$ cat config.mk
export PLATFORM = sky130hd
export DESIGN_NAME = mem_port_arbiter
export DESIGN_NICKNAME = d
export VERILOG_FILES = /design/src/rtl/mem_port_arbiter_pkg.sv /design/src/rtl/mem_port_arbiter_sat_counter.sv /design/src/rtl/mem_port_arbiter.sv
export SDC_FILE = /design/constraint.sdc
export NUM_CORES = 1
export LEC_CHECK = 0
export CAP_MARGIN = 10
export CORE_AREA = 10 10 100 102
export DETAILED_ROUTE_END_ITERATION = 6
export DIE_AREA = 0 0 110 112
export DONT_BUFFER_PORTS = 1
export GPL_ROUTABILITY_DRIVEN = 0
export PLACE_DENSITY = 0.77
export RECOVER_POWER = 100
export SKIP_CTS_REPAIR_TIMING = 1
export SYNTH_ARGS = -nofsm -noshare
export SYNTH_HDL_FRONTEND = slang
export SYNTH_SLANG_ARGS = --single-unit
$ cat constraint.sdc
create_clock -name clk -period 6.3 [get_ports clk]
set_clock_uncertainty 0.2 [all_clocks]
set_input_delay 1.26 -clock clk [delete_from_list [all_inputs] [get_ports clk]]
set_output_delay 1.26 -clock clk [all_outputs]
set_load 0.005 [all_outputs]
$ cat src/rtl/mem_port_arbiter_pkg.sv
// rtl/mem_port_arbiter_pkg.sv - shared types and helpers for the memory port arbiter
package mem_port_arbiter_pkg;

    typedef enum logic [1:0] {
        ST_IDLE,
        ST_WAIT_GNT,
        ST_WAIT_RESP
    } arb_state_t;

    typedef enum logic {
        OWNER_D,
        OWNER_I
    } arb_owner_t;

    function automatic int cnt_width(input int max_val);
        return (max_val < 1) ? 1 : $clog2(max_val + 1);
    endfunction

endpackage

$ cat src/rtl/mem_port_arbiter_sat_counter.sv
// rtl/mem_port_arbiter_sat_counter.sv - saturating counter with increment, clear and hold
module mem_port_arbiter_sat_counter
    import mem_port_arbiter_pkg::*;
#(
    parameter int MAX = 4,
    parameter int W   = cnt_width(MAX)
) (
    input  logic         clk,
    input  logic         rst,
    input  logic         inc_i,
    input  logic         clr_i,
    output logic [W-1:0] cnt_o
);

    logic [W-1:0] cnt_q;
    logic [W-1:0] cnt_d;

    always_comb begin
        cnt_d = cnt_q;
        if (clr_i) begin
            cnt_d = '0;
        end else if (inc_i && (cnt_q != W'(MAX))) begin
            cnt_d = cnt_q + 1'b1;
        end
    end

    always_ff @(posedge clk or posedge rst) begin
        if (rst) begin
            cnt_q <= '0;
        end else begin
            cnt_q <= cnt_d;
        end
    end

    assign cnt_o = cnt_q;

endmodule

$ cat src/rtl/mem_port_arbiter.sv
// rtl/mem_port_arbiter.sv - shares one memory port between fetch and data access
// Data has priority; a starvation counter forces a pending fetch through after STARVE_MAX losses.
module mem_port_arbiter
    import mem_port_arbiter_pkg::*;
#(
    parameter int ADDR_W     = 32,
    parameter int DATA_W     = 32,
    parameter int STARVE_MAX = 4
) (
    input  logic                clk,
    input  logic                reset,
    input  logic                i_req,
    input  logic [ADDR_W-1:0]   i_addr,
    input  logic                i_flush,
    output logic                i_gnt,
    output logic                i_rvalid,
    output logic [DATA_W-1:0]   i_rdata,
    input  logic                d_req,
    input  logic                d_we,
    input  logic [ADDR_W-1:0]   d_addr,
    input  logic [DATA_W-1:0]   d_wdata,
    input  logic [DATA_W/8-1:0] d_be,
    output logic                d_gnt,
    output logic                d_rvalid,
    output logic [DATA_W-1:0]   d_rdata,
    output logic                bus_req,
    output logic                bus_we,
    output logic [ADDR_W-1:0]   bus_addr,
    output logic [DATA_W-1:0]   bus_wdata,
    output logic [DATA_W/8-1:0] bus_be,
    input  logic                bus_gnt,
    input  logic                bus_rvalid,
    input  logic [DATA_W-1:0]   bus_rdata
);

    localparam int CNT_W = cnt_width(STARVE_MAX);
    localparam int BE_W  = DATA_W / 8;

    arb_state_t        state_q, state_d;
    arb_owner_t        owner_q, owner_d;
    logic              drop_q, drop_d;
    logic              bus_req_q, bus_req_d;
    logic              bus_we_q, bus_we_d;
    logic [ADDR_W-1:0] bus_addr_q, bus_addr_d;
    logic [DATA_W-1:0] bus_wdata_q, bus_wdata_d;
    logic [BE_W-1:0]   bus_be_q, bus_be_d;

    logic [CNT_W-1:0]  starve_cnt;
    logic              starve_inc;
    logic              starve_clr;
    logic              fetch_ok;
    logic              fetch_forced;

    mem_port_arbiter_sat_counter #(
        .MAX (STARVE_MAX),
        .W   (CNT_W)
    ) u_starve_cnt (
        .clk   (clk),
        .rst   (reset),
        .inc_i (starve_inc),
        .clr_i (starve_clr),
        .cnt_o (starve_cnt)
    );

    // A fetch being redirected this cycle does not take part in arbitration.
    assign fetch_ok     = i_req && !i_flush;
    assign fetch_forced = fetch_ok && (starve_cnt == CNT_W'(STARVE_MAX));

    always_comb begin
        state_d     = state_q;
        owner_d     = owner_q;
        drop_d      = drop_q;
        bus_req_d   = bus_req_q;
        bus_we_d    = bus_we_q;
        bus_addr_d  = bus_addr_q;
        bus_wdata_d = bus_wdata_q;
        bus_be_d    = bus_be_q;
        starve_inc  = 1'b0;
        starve_clr  = 1'b0;
        i_gnt       = 1'b0;
        d_gnt       = 1'b0;
        i_rvalid    = 1'b0;
        d_rvalid    = 1'b0;

        case (state_q)
            ST_IDLE: begin
                if (d_req && !fetch_forced) begin
                    owner_d     = OWNER_D;
                    bus_we_d    = d_we;
                    bus_addr_d  = d_addr;
                    bus_wdata_d = d_wdata;
                    bus_be_d    = d_be;
                    bus_req_d   = 1'b1;
                    drop_d      = 1'b0;
                    state_d     = ST_WAIT_GNT;
                    starve_inc  = fetch_ok;
                end else if (fetch_ok) begin
                    owner_d     = OWNER_I;
                    bus_we_d    = 1'b0;
                    bus_addr_d  = i_addr;
                    bus_wdata_d = '0;
                    bus_be_d    = '1;
                    bus_req_d   = 1'b1;
                    drop_d      = 1'b0;
                    state_d     = ST_WAIT_GNT;
                    starve_clr  = 1'b1;
                end
            end
            ST_WAIT_GNT: begin
                if (bus_gnt) begin
                    i_gnt     = (owner_q == OWNER_I);
                    d_gnt     = (owner_q == OWNER_D);
                    bus_req_d = 1'b0;
                    state_d   = ST_WAIT_RESP;
                    if ((owner_q == OWNER_I) && i_flush) begin
                        drop_d = 1'b1;
                    end
                end else if ((owner_q == OWNER_I) && i_flush) begin
                    bus_req_d = 1'b0;
                    state_d   = ST_IDLE;
                end
            end
            ST_WAIT_RESP: begin
                if (bus_rvalid) begin
                    i_rvalid = (owner_q == OWNER_I) && !drop_q && !i_flush;
                    d_rvalid = (owner_q == OWNER_D);
                    drop_d   = 1'b0;
                    state_d  = ST_IDLE;
                end else if ((owner_q == OWNER_I) && i_flush) begin
                    drop_d = 1'b1;
                end
            end
            default: begin
                bus_req_d = 1'b0;
                state_d   = ST_IDLE;
            end
        endcase
    end

    always_ff @(posedge clk or posedge reset) begin
        if (reset) begin
            state_q     <= ST_IDLE;
            owner_q     <= OWNER_D;
            drop_q      <= 1'b0;
            bus_req_q   <= 1'b0;
            bus_we_q    <= 1'b0;
            bus_addr_q  <= '0;
            bus_wdata_q <= '0;
            bus_be_q    <= '0;
        end else begin
            state_q     <= state_d;
            owner_q     <= owner_d;
            drop_q      <= drop_d;
            bus_req_q   <= bus_req_d;
            bus_we_q    <= bus_we_d;
            bus_addr_q  <= bus_addr_d;
            bus_wdata_q <= bus_wdata_d;
            bus_be_q    <= bus_be_d;
        end
    end

    assign bus_req   = bus_req_q;
    assign bus_we    = bus_we_q;
    assign bus_addr  = bus_addr_q;
    assign bus_wdata = bus_wdata_q;
    assign bus_be    = bus_be_q;
    assign i_rdata   = bus_rdata;
    assign d_rdata   = bus_rdata;

endmodule

# Word level (Yosys, flattened, before mapping)
# Cells that the tools add are included.
# Widths: inputs -> output; s select.
# classes
muxes	40
n_eq_ne	8
bitwise_logic	2
n_addsub	1
n_reduce_logical	18
# ops
op	n
$mux 32	4
$mux 1	24
$mux 2	5
$ne 3x3->1 const B	3
$reduce_and 3->1	3
$mux 4	2
$logic_and 1x1->1	7
$mux 3	2
$pmux 1 s3	2
$pmux 2 s3	1
$ne 2x2->1 const B	2
$reduce_bool 2->1	2
$add 3x1->3 const B	1
$eq 3x3->1 const B	1
$logic_not 1->1	3
$reduce_bool 3->1	1
$eq 2x1->1 const B	1
$eq 2x2->1 const B	1
$logic_not 2->1	1
$not 1->1	2
$reduce_and 2->1	1
# totals
output_inout_bits	138
input_bits	140
regBits	77
elab_cells	78

# Logic depth before layout (Yosys ltp)
# Gate-level depths: netlist of run 1.
# depth
word_depth	10
depth_mapped	7
mapped_depth_nobuf	5

# Modules after synthesis
# Synthesis of run 1 repeated with hierarchy kept, for this count alone.
# unflattened
cells_unflattened	377
area_unflattened_um2	3925.0
# by_module_without_submodules
mod	area_each_um2	instances	seq_area_each_um2	cells_per_inst
mem_port_arbiter	3727.3	1	1851.8	359
mem_port_arbiter_sat_counter	197.7	1	75.1	18

# Worst setup path before layout of run 1
# Ideal clock, no wire load.
# synth_path
path_kind	input -> output
start	in bus_rvalid
end	out i_rvalid
t_required_ps	4840
arrival_time_ps	1603
stages	2
path_buffers	0
path_slack_ps	3237
path_cell_list	nand2_1 nor4b_1
# synth_between
elab_chain_cells	2
# synth_rtl
item	line	source
from (decl)	mem_port_arbiter.sv:32	input logic bus_rvalid,
$mux 1	mem_port_arbiter.sv:124	if (bus_rvalid) begin
$mux 1	mem_port_arbiter.sv:85	case (state_q)
to (decl)	mem_port_arbiter.sv:16	output logic i_rvalid,
# Every way passes these cells.

# Worst setup path in the final report of run 1
# layout_path
start	reg state_q[0]
end	reg bus_wdata_q[25], in the netlist bus_wdata[25]
# layout_between
elab_chain_cells	2
# layout_rtl
item	line	source
from (decl)	mem_port_arbiter.sv:39	arb_state_t state_q, state_d;
from (signal assigned)	mem_port_arbiter.sv:151	state_q <= state_d;
$logic_not 2->1	mem_port_arbiter.sv:85	
$reduce_and 2->1 (no source line)	--	
to (signal assigned)	mem_port_arbiter.sv:157	bus_wdata_q <= bus_wdata_d;
to (decl)	mem_port_arbiter.sv:45	logic [DATA_W-1:0] bus_wdata_q, bus_wdata_d;
# Every way passes these cells.
# A chain may end at the register's enable or synchronous reset.

==> flow_summary_export.csv, run 1 <==
group,metric,value,unit
worst_hold_path,hold_path_end,"u_starve_cnt.cnt_o[0]",
worst_hold_path,hold_start,"u_starve_cnt.cnt_o[0]",
setup_path,r2r-end,"bus_wdata[25]",
global_route,grt_max_degree,78,
finish,design_area,3940,µm²
synthesis,async_flop_share,100,%
detailed_routing,drt_iter0_markers,107,
placement,io_buffer_count,0,
synthesis,ys_types,39,
detailed_routing,dr.pass1.iters,4,
timing,maxSlewViolCount,74,
global_route,grt_usage,17.2,%
floorplanning,die_w,110,µm
cts,cts_buffers,9,
cts,clk_latency,350,ps
detailed_routing,routed_wirelength,11000,µm
detailed_routing,via_per_inst,6.60,
floorplanning,row_count,33,
global_route,grt_pass1_vias,2830,
setup_path,cp-start-kind,"register",
finish,regArea,1930,µm²
finish,utilization,49.0,%
timing,finalSetupViolCount,0,
cts,h-tree-depth,3,
worst_hold_path,hold_path_depth,1,
synthesis,syn-num-nets,540,
finish,drive_above_1_share,9.49,%
timing,finalCritPeriodShare,65.6,%
floorplanning,fp.dieH,112,µm
power_and_ir_drop,power_density,501,nW/µm²
synthesis,synth_flop_cell,"dfrtp_1",
outcome,status,"complete, but fails checks",
run,maxCapViolCount,2,
floorplanning,ioPinCount,278,
floorplanning,core-area,8050,µm²
timing,layout_setup_ws,2170,ps
global_route,grt_pass1_wl,16700,µm
power_and_ir_drop,vdd_drop_max,0.234,mV
setup_path,r2r-start,"state_q[0]",
cts,cts_tree,"yes",
synthesis,ys_ff_latch,77,
synthesis,netlist_area,4390,µm²
synthesis,ys_warn_count,0,
cts,cts_sinks,77,
setup_path,end_kind,"register",
power_and_ir_drop,p_leak,1.64,nW
global_route,antenna_found_initial,1,
finish,fin_nets,457,
timing,hold_viol_final,0,
synthesis,synth_edf_count,0,
floorplanning,start_util,54.5,%
detailed_routing,wl_per_cell,26.0,µm
detailed_routing,dr_total_vias,2784,
timing,worst_pin_slew,1750,ps
finish,fillCellCount,744,
timing,fmax,0.242,GHz
timing,timing.slew.headroom,-17.4,%
placement,dp_hpwl,7950,µm
placement,placed_area,3870,µm²
placement,dp_slack,3150,ps
finish,area_delta_synth_final,-10.2,%
outcome,violations,"capacitance limit, slew limit",
setup_path,reg2regPathDepth,6,
synthesis,synth_cells,394,
timing,final.setup.tns,0,ps
cts,root_buffer,"clkbuf_8",
synthesis,yosysSeqAreaShare,43.9,%
cts,cts_buffer_depth,2,
finish,multiInputGateArea,1620,µm²
timing,rsz0062_at_grt,"false",
detailed_routing,route.detailed.drc,0,
setup_path,cp.arrival,4200,ps
timing,fin_crit,4130,ps
synthesis,syn_avg_cell_area,11.1,µm²
worst_hold_path,hp-class,"reg2reg",
setup_path,rrSetupSlack,2170,ps
setup_path,crit_type,"reg2reg",
setup_path,crit_fanout,39,
setup_path,crit_required,6370,ps
global_route,overflow,0,
detailed_routing,antenna_left,0,
cts,path_clk_slew,90,ps
floorplanning,die_area,12300,µm²
==> cells in the mapped netlist, types with 2 or more instances <==
cell type  instances  share of area [%]
dfrtp_1           77                 44
buf_4             67                 11
nand2_1           37                3.2
a22o_1            33                6.6
o21ai_0           31                3.5
o221a_1           29                7.4
a2bb2oi_2         19                6.5
a2bb2oi_1         14                2.8
clkbuf_1          13                1.1
buf_2             12                1.4
buf_6              7                1.8
ha_1               6                1.7
inv_1              6               0.51
nor2b_1            4               0.57
o21ai_1            4               0.46
o22a_1             4               0.80
nand3_1            3               0.34
nand4b_1           3               0.60
o221a_2            3               0.77
mux2i_1            2               0.46
nor2_1             2               0.17
==> sequential cells by signal, indices dropped and copies added, names as in the netlist <==
register / flops
bus_addr: 32
bus_be: 4
bus_req: 1
bus_wdata: 32
bus_we: 1
drop_q: 1
owner_q: 1
state_q: 2
u_starve_cnt.cnt_o: 3
==> placed cells by master (no fill, tap or decap), types with 2 or more instances in the layout <==
cell,instances
nor2b_1,3
clkinv_4,2
nand4b_1,3
nand2_1,37
mux2i_1,2
o22a_1,4
o221a_1,29
o21ai_0,31
o221a_2,3
inv_1,6
dfrtp_1,77
nor2_1,2
clkbuf_1,2
a21oi_1,2
a2bb2oi_2,2
o21ai_1,4
a22o_1,33
ha_1,6
a221oi_1,2
clkbuf_8,9
buf_4,3
nand3_1,3
a2bb2oi_1,31
clkinvlp_4,2
==> per-stage QoR <==
step,hold slack (ps),cells,power (mW)
floorplan,283,394,1.58
global placement,304,405,1.66
detailed placement,326,405,1.69
CTS,339,421,2.08
global route,371,422,2.12
finish,343,422,1.97
==> report_power, final <==
part,switching (mW),leakage (nW),internal [mW]
clock network,0.194,0.0980,0.188
registers,0.214,0.916,0.726
logic,0.312,0.629,0.340
total,0.720,1.64,1.25
==> worst max-delay path by stage <==
stage          slack (ps)            end        from  depth (start not counted)
6_report             2170  bus_wdata[25]  state_q[0]                          6
5_1_grt              1690         bus_we  state_q[0]                          6
4_1_cts              3140       i_rvalid  bus_rvalid                          2
3_5_place_dp         3150       i_rvalid  bus_rvalid                          2
3_3_place_gp         3160       i_rvalid  bus_rvalid                          2
2_1_floorplan        2870    bus_addr[0]       reset                          1
==> logic make-up (layout without fill, tap and decap cells) <==
group                    Yosys count  count (layout)  share of synthesized area, %
AO/OA/AOI/OAI                    145             145                          30.6
other                              0               1                             0
adder cells (fa/ha/maj)            6               6                          1.71
flip-flops                        77              77                          43.9
buffers and inverters            106              28                          16.3
multiplexers                       3               3                         0.713
AND/OR/NAND/NOR                   57              57                          6.70
==> worst max-delay path, stage by stage, from the launching register on <==
cell	delay (ps)
dfrtp_1	400
inv_1	110
ha_1	150
clkbuf_1	1210
inv_1	260
nor3_2	1440
a22o_1	280
==> routing by layer <==
metal  track usage [%]  vias up  wire, µm
li1                  -     1235         -
met1              20.8     1353      4240
met2              25.3      172      5030
met3              8.59       24      1510
met4              6.86        0       216
met5                 0        -         0
==> layout make-up <==
class,count,area share (%)
clock buffers,9,3.14
well taps,105,3.33
clock inverters,7,2.10
diodes,1,0.0635
multi-input cells,211,41.0
inverters,7,0.667
flip-flops and latches,77,48.9
repair buffers,5,0.762
Power figures use the tool's default switching activity.
==> run 2, diff against run 1 <==
Clock period 6.3 ns to 4 ns, I/O delays scaled along.
==> run 2 against run 1 <==
- the flow finishes with violations (capacitance limit)
- wire length is essentially flat
- critical path depth grew 1
- largest cell class unchanged
- first-iteration DRC count grew 13%
- die area is the same
- register-to-register slack lost 1000 ps
==> flow_summary_export.csv, run 2 (same netlist as run 1, synthesis figures left out) <==
group,metric,value,unit
power_and_ir_drop,swShare,35.4,%
setup_path,crit_fanout,39,
power_and_ir_drop,clockPowerShare,21.0,%
timing,final.setup.tns,0,ps
cts,path_clk_slew,80,ps
global_route,grt_pass1_vias,2936,
timing,fmax,0.349,GHz
setup_path,cpMostUsedCell,"inv_1",
floorplanning,start_util,54.5,%
power_and_ir_drop,p_sw,1.13,mW
detailed_routing,route.detailed.drc,0,
cts,h-tree-depth,3,
floorplanning,core-area,8050,µm²
cts,root_buffer,"clkbuf_8",
detailed_routing,dr_total_vias,2758,
detailed_routing,antenna_left,0,
timing,hold_viol_final,0,
timing,finalSetupViolCount,0,
run,maxCapViolCount,1,
detailed_routing,routed_wirelength,11000,µm
placement,io_buffer_count,0,
timing,finalCritPeriodShare,71.6,%
cts,cts_sinks,77,
setup_path,reg2regPathDepth,7,
setup_path,crit_required,4050,ps
finish,drive_above_1_share,9.49,%
global_route,grt_pass1_wl,16600,µm
timing,fin_crit,2860,ps
power_and_ir_drop,p_int,2.05,mW
setup_path,rrSetupSlack,1140,ps
floorplanning,die_w,110,µm
worst_hold_path,hp-class,"reg2reg",
setup_path,cpPeakStageDelay,700,ps
power_and_ir_drop,combPwrFrac,32.4,%
placement,dp_hpwl,8120,µm
cts,cts_tree,"yes",
worst_hold_path,hold_path_depth,1,
floorplanning,ioPinCount,278,
finish,fillCellCount,721,
finish,fin_nets,457,
global_route,antenna_found_initial,0,
setup_path,cp.arrival,2920,ps
floorplanning,fp.dieH,112,µm
outcome,status,"complete, but fails checks",
timing,worst_pin_slew,1480,ps
global_route,grt_max_degree,74,
outcome,violations,"capacitance limit",
finish,mostFrequentLayoutCell,"dfrtp_1",
cts,cts_buffer_depth,2,
cts,cts_buffers,9,
setup_path,end_kind,"register",
detailed_routing,drt_iter0_markers,121,
timing,rsz0062_at_grt,"false",
power_and_ir_drop,power_density,799,nW/µm²
power_and_ir_drop,total_power,3.18,mW
placement,placed_area,3880,µm²
setup_path,worstPathCellList,"inv_1 -> ha_1 -> buf_4 -> inv_1 -> a21oi_1 -> clkbuf_2 -> a2bb2oi_1",
global_route,grt_usage,17.0,%
finish,area_delta_synth_final,-9.32,%
setup_path,cp-start-kind,"register",
timing,whs,330,ps
floorplanning,row_count,33,
floorplanning,die_area,12300,µm²
detailed_routing,dr.pass1.iters,5,
detailed_routing,wl_per_cell,26.1,µm
setup_path,crit_type,"reg2reg",
timing,timing.slew.headroom,1.54,%
global_route,overflow,0,
finish,n_antenna_cell,0,
finish,layout_common_cells,"dfrtp_1, nand2_1, a22o_1, o21ai_0, a2bb2oi_1",
power_and_ir_drop,p_leak,1.67,nW
cts,clk_latency,340,ps
finish,design_area,3980,µm²
timing,maxSlewViolCount,0,
setup_path,cpMaxStageDelayCell,"clkbuf_2",
power_and_ir_drop,vdd_drop_max,0.328,mV
detailed_routing,via_per_inst,6.55,
power_and_ir_drop,seqPwrFrac,46.6,%
run 2: path summary, 6_finish.rpt:
kind                             from             to
max                        state_q[0]   bus_addr[24]
min                           bus_req        bus_req
max reg2reg                state_q[0]   bus_addr[24]
min reg2reg                   bus_req        bus_req
min in group asynchronous       reset  bus_wdata[30]
max in group asynchronous       reset  bus_wdata[27]
run 2: critical path: cells and delay by family, from the launching register on:
kind / cells / cell delay, ps
buffers and inverters: 4 / 1340
DFF: 1 / 410
AOI/OAI and AO/OA: 2 / 670
adders and majority gates: 1 / 160
run 2: through the flow:
step                      worst slack (ps)  std cells  util (%)
final                                 1140        421      49.4
after global routing                   889        421      49.4
after CTS                             1260        421      51.1
after detailed placement              1270        405      48.2
after global placement                1390        405      48.2
after floorplan                       1030        394         -
run 2: metal layers:
metal / GRT usage (%) / vias up / part of all wire (%)
met1: 19.9 / 1338 / 38
met3: 8.19 / 21 / 13
met5: 0 / - / 0
met4: 6.77 / 0 / 1.6
li1: - / 1228 / -
met2: 26.0 / 171 / 47
run 2: layout make-up:
class                   instances  area (µm²)  area share, %
repair buffers                  5        43.8           1.10
inverters                       7        26.3          0.660
multi-input cells             211        1620           40.7
flip-flops and latches         77        1930           48.4
clock inverters                 6        93.8           2.36
clock buffers                  10         138           3.46
well taps                     105         131           3.30
run 2: power by group through the flow:
stage | clock (mW) | sequential [mW] | combinational (mW)
final | 0.667 | 1.48 | 1.03
after CTS | 0.687 | 1.51 | 1.14
after global placement | 0 | 1.51 | 1.09
after floorplan | 0 | 1.39 | 1.09
after global routing | 0.722 | 1.54 | 1.15
after detailed placement | 0 | 1.51 | 1.15
==> run 3, diff against run 2 <==
Settings changed: CORE_AREA 10 10 100 102 to default, CORE_MARGIN from default to 10, CORE_UTILIZATION from default to 58, DIE_AREA 0 0 110 112 to default, PLACE_DENSITY 0.77 to 0.83.
Clock period 4 ns to 2.6 ns, I/O delays scaled along.
==> run 3 against run 2 <==
- the run ends with capacitance limit, slew limit left
- sequential cell count did not move
- count of clock-buffer cells in the layout fell by 1
- non-clock buffer count rose by 2
- critical path depth shrank 1
- total power is 51% higher
- design area is 0.79% higher
- first-iteration DRC count fell by 15%
- setup slack got worse by 800 ps
- global-route usage increased by 2.1 points
- sequential share of layout area is 0.38 points lower
- register-to-register slack worse by 800 ps
- critical endpoint is now bus_wdata[9]
- largest power group unchanged
==> flow_summary_export.csv, run 3 (same netlist as run 1, synthesis figures left out) <==
group,metric,value,unit
finish,fin_nets,459,
setup_path,endpoint,"bus_wdata[9]",
detailed_routing,dr.pass1.iters,7,
run,maxCapViolCount,1,
timing,rsz0062_at_grt,"false",
timing,fin_crit,2260,ps
floorplanning,row_count,31,
detailed_routing,drt_iter0_markers,103,
floorplanning,fp.dieH,107,µm
setup_path,r2r-start,"state_q[1]",
power_and_ir_drop,total_power,4.81,mW
setup_path,cp.arrival,2290,ps
floorplanning,ioPinCount,278,
detailed_routing,antenna_left,0,
setup_path,crit_required,2630,ps
global_route,grt_max_degree,74,
floorplanning,start_util,60.2,%
global_route,antenna_found_initial,0,
finish,mostFrequentLayoutCell,"dfrtp_1",
detailed_routing,dr_total_vias,2803,
detailed_routing,wl_per_cell,27.0,µm
finish,n_antenna_cell,0,
power_and_ir_drop,power_density,1200,nW/µm²
power_and_ir_drop,vdd_drop_max,0.599,mV
setup_path,cp.buffers_inverters,3,
worst_hold_path,hp-class,"in2reg",
outcome,violations,"capacitance limit, slew limit",
setup_path,critPathLaunch,"state_q[1]",
detailed_routing,via_per_inst,6.72,
finish,fillCellCount,644,
setup_path,rrSetupSlack,340,ps
cts,path_clk_slew,90,ps
global_route,grt_usage,19.1,%
setup_path,cpMaxStageDelayCell,"dfrtp_1",
global_route,overflow,0,
outcome,status,"complete, but fails checks",
setup_path,r2r-end,"bus_wdata[9]",
setup_path,crit_type,"reg2reg",
cts,cts_tree,"yes",
detailed_routing,routed_wirelength,11300,µm
timing,maxSlewViolCount,39,
placement,io_buffer_count,0,
floorplanning,die_area,11400,µm²
placement,dp_hpwl,8200,µm
timing,worst_pin_slew,1860,ps
worst_hold_path,hold_path_depth,1,
floorplanning,core-area,7290,µm²
global_route,grt_pass1_vias,3007,
cts,clk_latency,340,ps
detailed_routing,route.detailed.drc,0,
timing,finalSetupViolCount,0,
finish,area_delta_synth_final,-8.61,%
setup_path,crit_fanout,37,
setup_path,crit_family,"buffers and inverters",
setup_path,worstPathCellList,"inv_1 -> ha_1 -> buf_4 -> o21ai_1 -> buf_8 -> a22o_1",
timing,timing.slew.headroom,-24.9,%
cts,h-tree-depth,3,
timing,final.setup.tns,0,ps
cts,cts_sinks,77,
setup_path,cpPeakStageDelay,410,ps
setup_path,reg2regPathDepth,6,
global_route,grt_pass1_wl,17600,µm
power_and_ir_drop,p_leak,1.67,nW
cts,cts_buffers,9,
timing,fmax,0.442,GHz
cts,root_buffer,"clkbuf_8",
finish,utilization,55.0,%
setup_path,worstSetupPathDepth,6,
timing,finalCritPeriodShare,87.0,%
finish,drive_above_1_share,12.3,%
floorplanning,die_w,107,µm
finish,layout_common_cells,"dfrtp_1, nand2_1, a22o_1, o21ai_0, o221a_1",
setup_path,end_kind,"register",
setup_path,cp-start-kind,"register",
cts,cts_buffer_depth,2,
timing,hold_viol_final,0,
==> run 3: area by class of cell <==
class,instances,area (µm²),area share [%]
clock inverter,7,67.6,1.68
tap,99,124,3.09
inverter,7,27.5,0.686
multi-input combinational,211,1660,41.3
clock buffer,9,124,3.09
sequential,77,1930,48.0
timing repair buffer,7,85.1,2.12
==> run 3: how the worst min path moves through the flow <==
stage,startpoint,endpoint,slack [ps]
detailed placement,bus_req,bus_req,330
floorplan,bus_req,bus_req,280
global placement,bus_req,bus_req,310
finish,d_wdata[15],bus_wdata[15],100
global route,d_be[2],bus_be[2],80
CTS,reset,bus_addr[0],30
==> run 3: power by group <==
group | switching, mW | internal, mW
clock network | 0.490 | 0.368
registers | 0.528 | 1.76
logic | 0.784 | 0.882
total | 1.80 | 3.01
==> run 3: metal layers <==
layer / vias to the layer above / share of wire, % / global-route usage [%]
met4: 0 / 1.9 / 7.83
met5: - / 0 / 0
li1: 1236 / - / -
met2: 177 / 50 / 30.7
met3: 27 / 12 / 8.50
met1: 1363 / 36 / 21.8
==> run 3: per-stage QoR <==
step | instance area, µm² | setup WS, ps | std cells | hold slack [ps]
floorplan | 4390 | 809 | 394 | 283
detailed placement | 3900 | 320 | 400 | 328
global placement | 3900 | 432 | 400 | 315
global route | 4010 | 128 | 417 | 76.7
CTS | 4090 | 298 | 416 | 30.2
finish | 4010 | 339 | 417 | 99.6
==> patch (settings of run 1) <==
`STARVE_MAX`: 4 -> 8.
--- a/src/rtl/mem_port_arbiter.sv
+++ b/src/rtl/mem_port_arbiter.sv
@@ -6,5 +6,5 @@
     parameter int ADDR_W     = 32,
     parameter int DATA_W     = 32,
-    parameter int STARVE_MAX = 4
+    parameter int STARVE_MAX = 8
 ) (
     input  logic                clk,
Check against the original RTL: same outputs for any inputs over 4 cycles, from zero or initial values and one cycle with reset high; that may be too few to reach the edited logic, so the function may still have changed.
==> patch against run 1 <==
The flow finishes with violations (DRC, capacitance limit, slew limit). Sequential share of layout area grew 3.6 points. Non-clock buffer count decreased by 2. Area after synthesis decreased by 9.9%. Global-route usage shrank 1.4 points. Hold slack worse by 0.018 ns. Combinational power decreased by 25%. Total power fell by 6.8%. Wire length fell by 6.4%. Sequential cell count increased by 1. Worst setup slack got worse by 0.40 ns. Cell area decreased by 5.6%.
==> patch: results (changes against run 1) <==
<table>
<tr><th>Metric</th><th>Value</th></tr>
<tr><th colspan="2">Status</th></tr>
<tr><td>Outcome</td><td>finished, violations left</td></tr>
<tr><td>Failing checks</td><td>DRC, capacitance limit, slew limit</td></tr>
<tr><th colspan="2">Logic synthesis</th></tr>
<tr><td>Sequential cell area fraction in the yosys report</td><td>49.4% (+5.5 points)</td></tr>
<tr><td>Number of nets produced by synthesis</td><td>528 (-2.2%)</td></tr>
<tr><th colspan="2">Placed design</th></tr>
<tr><td>DP Cell Count</td><td>408 (+0.74%)</td></tr>
<tr><td>HPWL after DPL</td><td>7870 um (-1.0%)</td></tr>
<tr><td>Placed instance area</td><td>0.00354 mm^2 (-8.4%)</td></tr>
<tr><th colspan="2">Detailed routing</th></tr>
<tr><td>Routed via count</td><td>2483 (-11%)</td></tr>
<tr><td>Total DRC errors in the routed layout</td><td>23 (+23)</td></tr>
<tr><td>Routed length on met2</td><td>4990 um (-0.70%)</td></tr>
<tr><td>Starting DRT DRC Count</td><td>320 (+200%)</td></tr>
<tr><th colspan="2">Timing</th></tr>
<tr><td>Rel. slew slack</td><td>-103% (-86 points)</td></tr>
<tr><td>Number of slew-limit violations in the final report</td><td>55 (-26%)</td></tr>
<tr><th colspan="2">Global routing</th></tr>
<tr><td>GR Layer Usage met3</td><td>7.61% (-0.98 points)</td></tr>
<tr><td>Initial antenna violation count</td><td>0 (-1)</td></tr>
<tr><td>Largest net degree at the start of global routing</td><td>79 (+1.3%)</td></tr>
<tr><td>Met1 Usage GRT</td><td>18.5% (-2.3 points)</td></tr>
<tr><td>Number of global-route vias before repair</td><td>2574 (-9.0%)</td></tr>
<tr><th colspan="2">Setup path</th></tr>
<tr><td>Critical path's top delay family</td><td>compound AO/OA/AOI/OAI gates</td></tr>
<tr><td>Critical Path AT</td><td>4.49 ns (+0.29 ns)</td></tr>
<tr><td>Max stage delay on crit path</td><td>2.24 ns (+0.80 ns)</td></tr>
<tr><th colspan="2">Layout</th></tr>
<tr><td>Final layout net count</td><td>460 (+0.66%)</td></tr>
<tr><th colspan="2">Power and ir drop</th></tr>
<tr><td>Peak supply drop</td><td>0.200 mV (-15%)</td></tr>
<tr><td>Static Leakage</td><td>1.99 nW (+21%)</td></tr>
<tr><th colspan="2">Job</th></tr>
<tr><td>MaxCap Viol Count</td><td>2 (unchanged)</td></tr>
</table>
## patch: worst paths after layout
path	start	to	slack [ns]	depth (start not counted)
min in group asynchronous	reset	bus_wdata[29]$_DFFE_PP0P_	0.91	2
min reg2reg	u_starve_cnt.cnt_o[2]$_DFFE_PP0P_	u_starve_cnt.cnt_o[2]$_DFFE_PP0P_	0.33	1
max reg2reg	state_q[1]$_DFFE_PP0P_	bus_addr[31]$_DFFE_PP0P_	2.56	6
max in group asynchronous	reset	bus_wdata[13]$_DFFE_PP0P_	4.36	2
min	u_starve_cnt.cnt_o[2]$_DFFE_PP0P_	u_starve_cnt.cnt_o[2]$_DFFE_PP0P_	0.33	1
max	i_req	bus_addr[5]$_DFFE_PP0P_	1.77	4
## patch: worst register-to-register path: cells and delay by family, from the launching register on
kind	cells	cell delay (ns)
AO/OA/AOI/OAI	2	1.72
buffers and inverters	2	0.71
flip-flops	1	0.41
adder cells (fa/ha/maj)	1	0.31
AND/OR/NAND/NOR	1	0.13
## patch: final cells by class
class / instances / area (um^2) / share of cell area [%]
clock inverter: 6 / 86.3 / 2.32
tap: 105 / 131 / 3.53
timing repair buffer: 3 / 22.5 / 0.605
multi-input combinational: 120 / 1020 / 27.3
clock buffer: 10 / 128 / 3.43
sequential: 78 / 1950 / 52.5
inverter: 102 / 384 / 10.3
## patch: cells by family (layout without fill, tap and decap cells)
family / Yosys count / after routing / share of synthesized area [%]
muxes: 3 / 3 / 0.823
buffers and inverters: 184 / 121 / 24.7
AOI/OAI and AO/OA: 87 / 87 / 19.6
and+or+nand+nor: 24 / 24 / 3.64
DFF: 78 / 78 / 49.4
adders and majority gates: 6 / 6 / 1.90
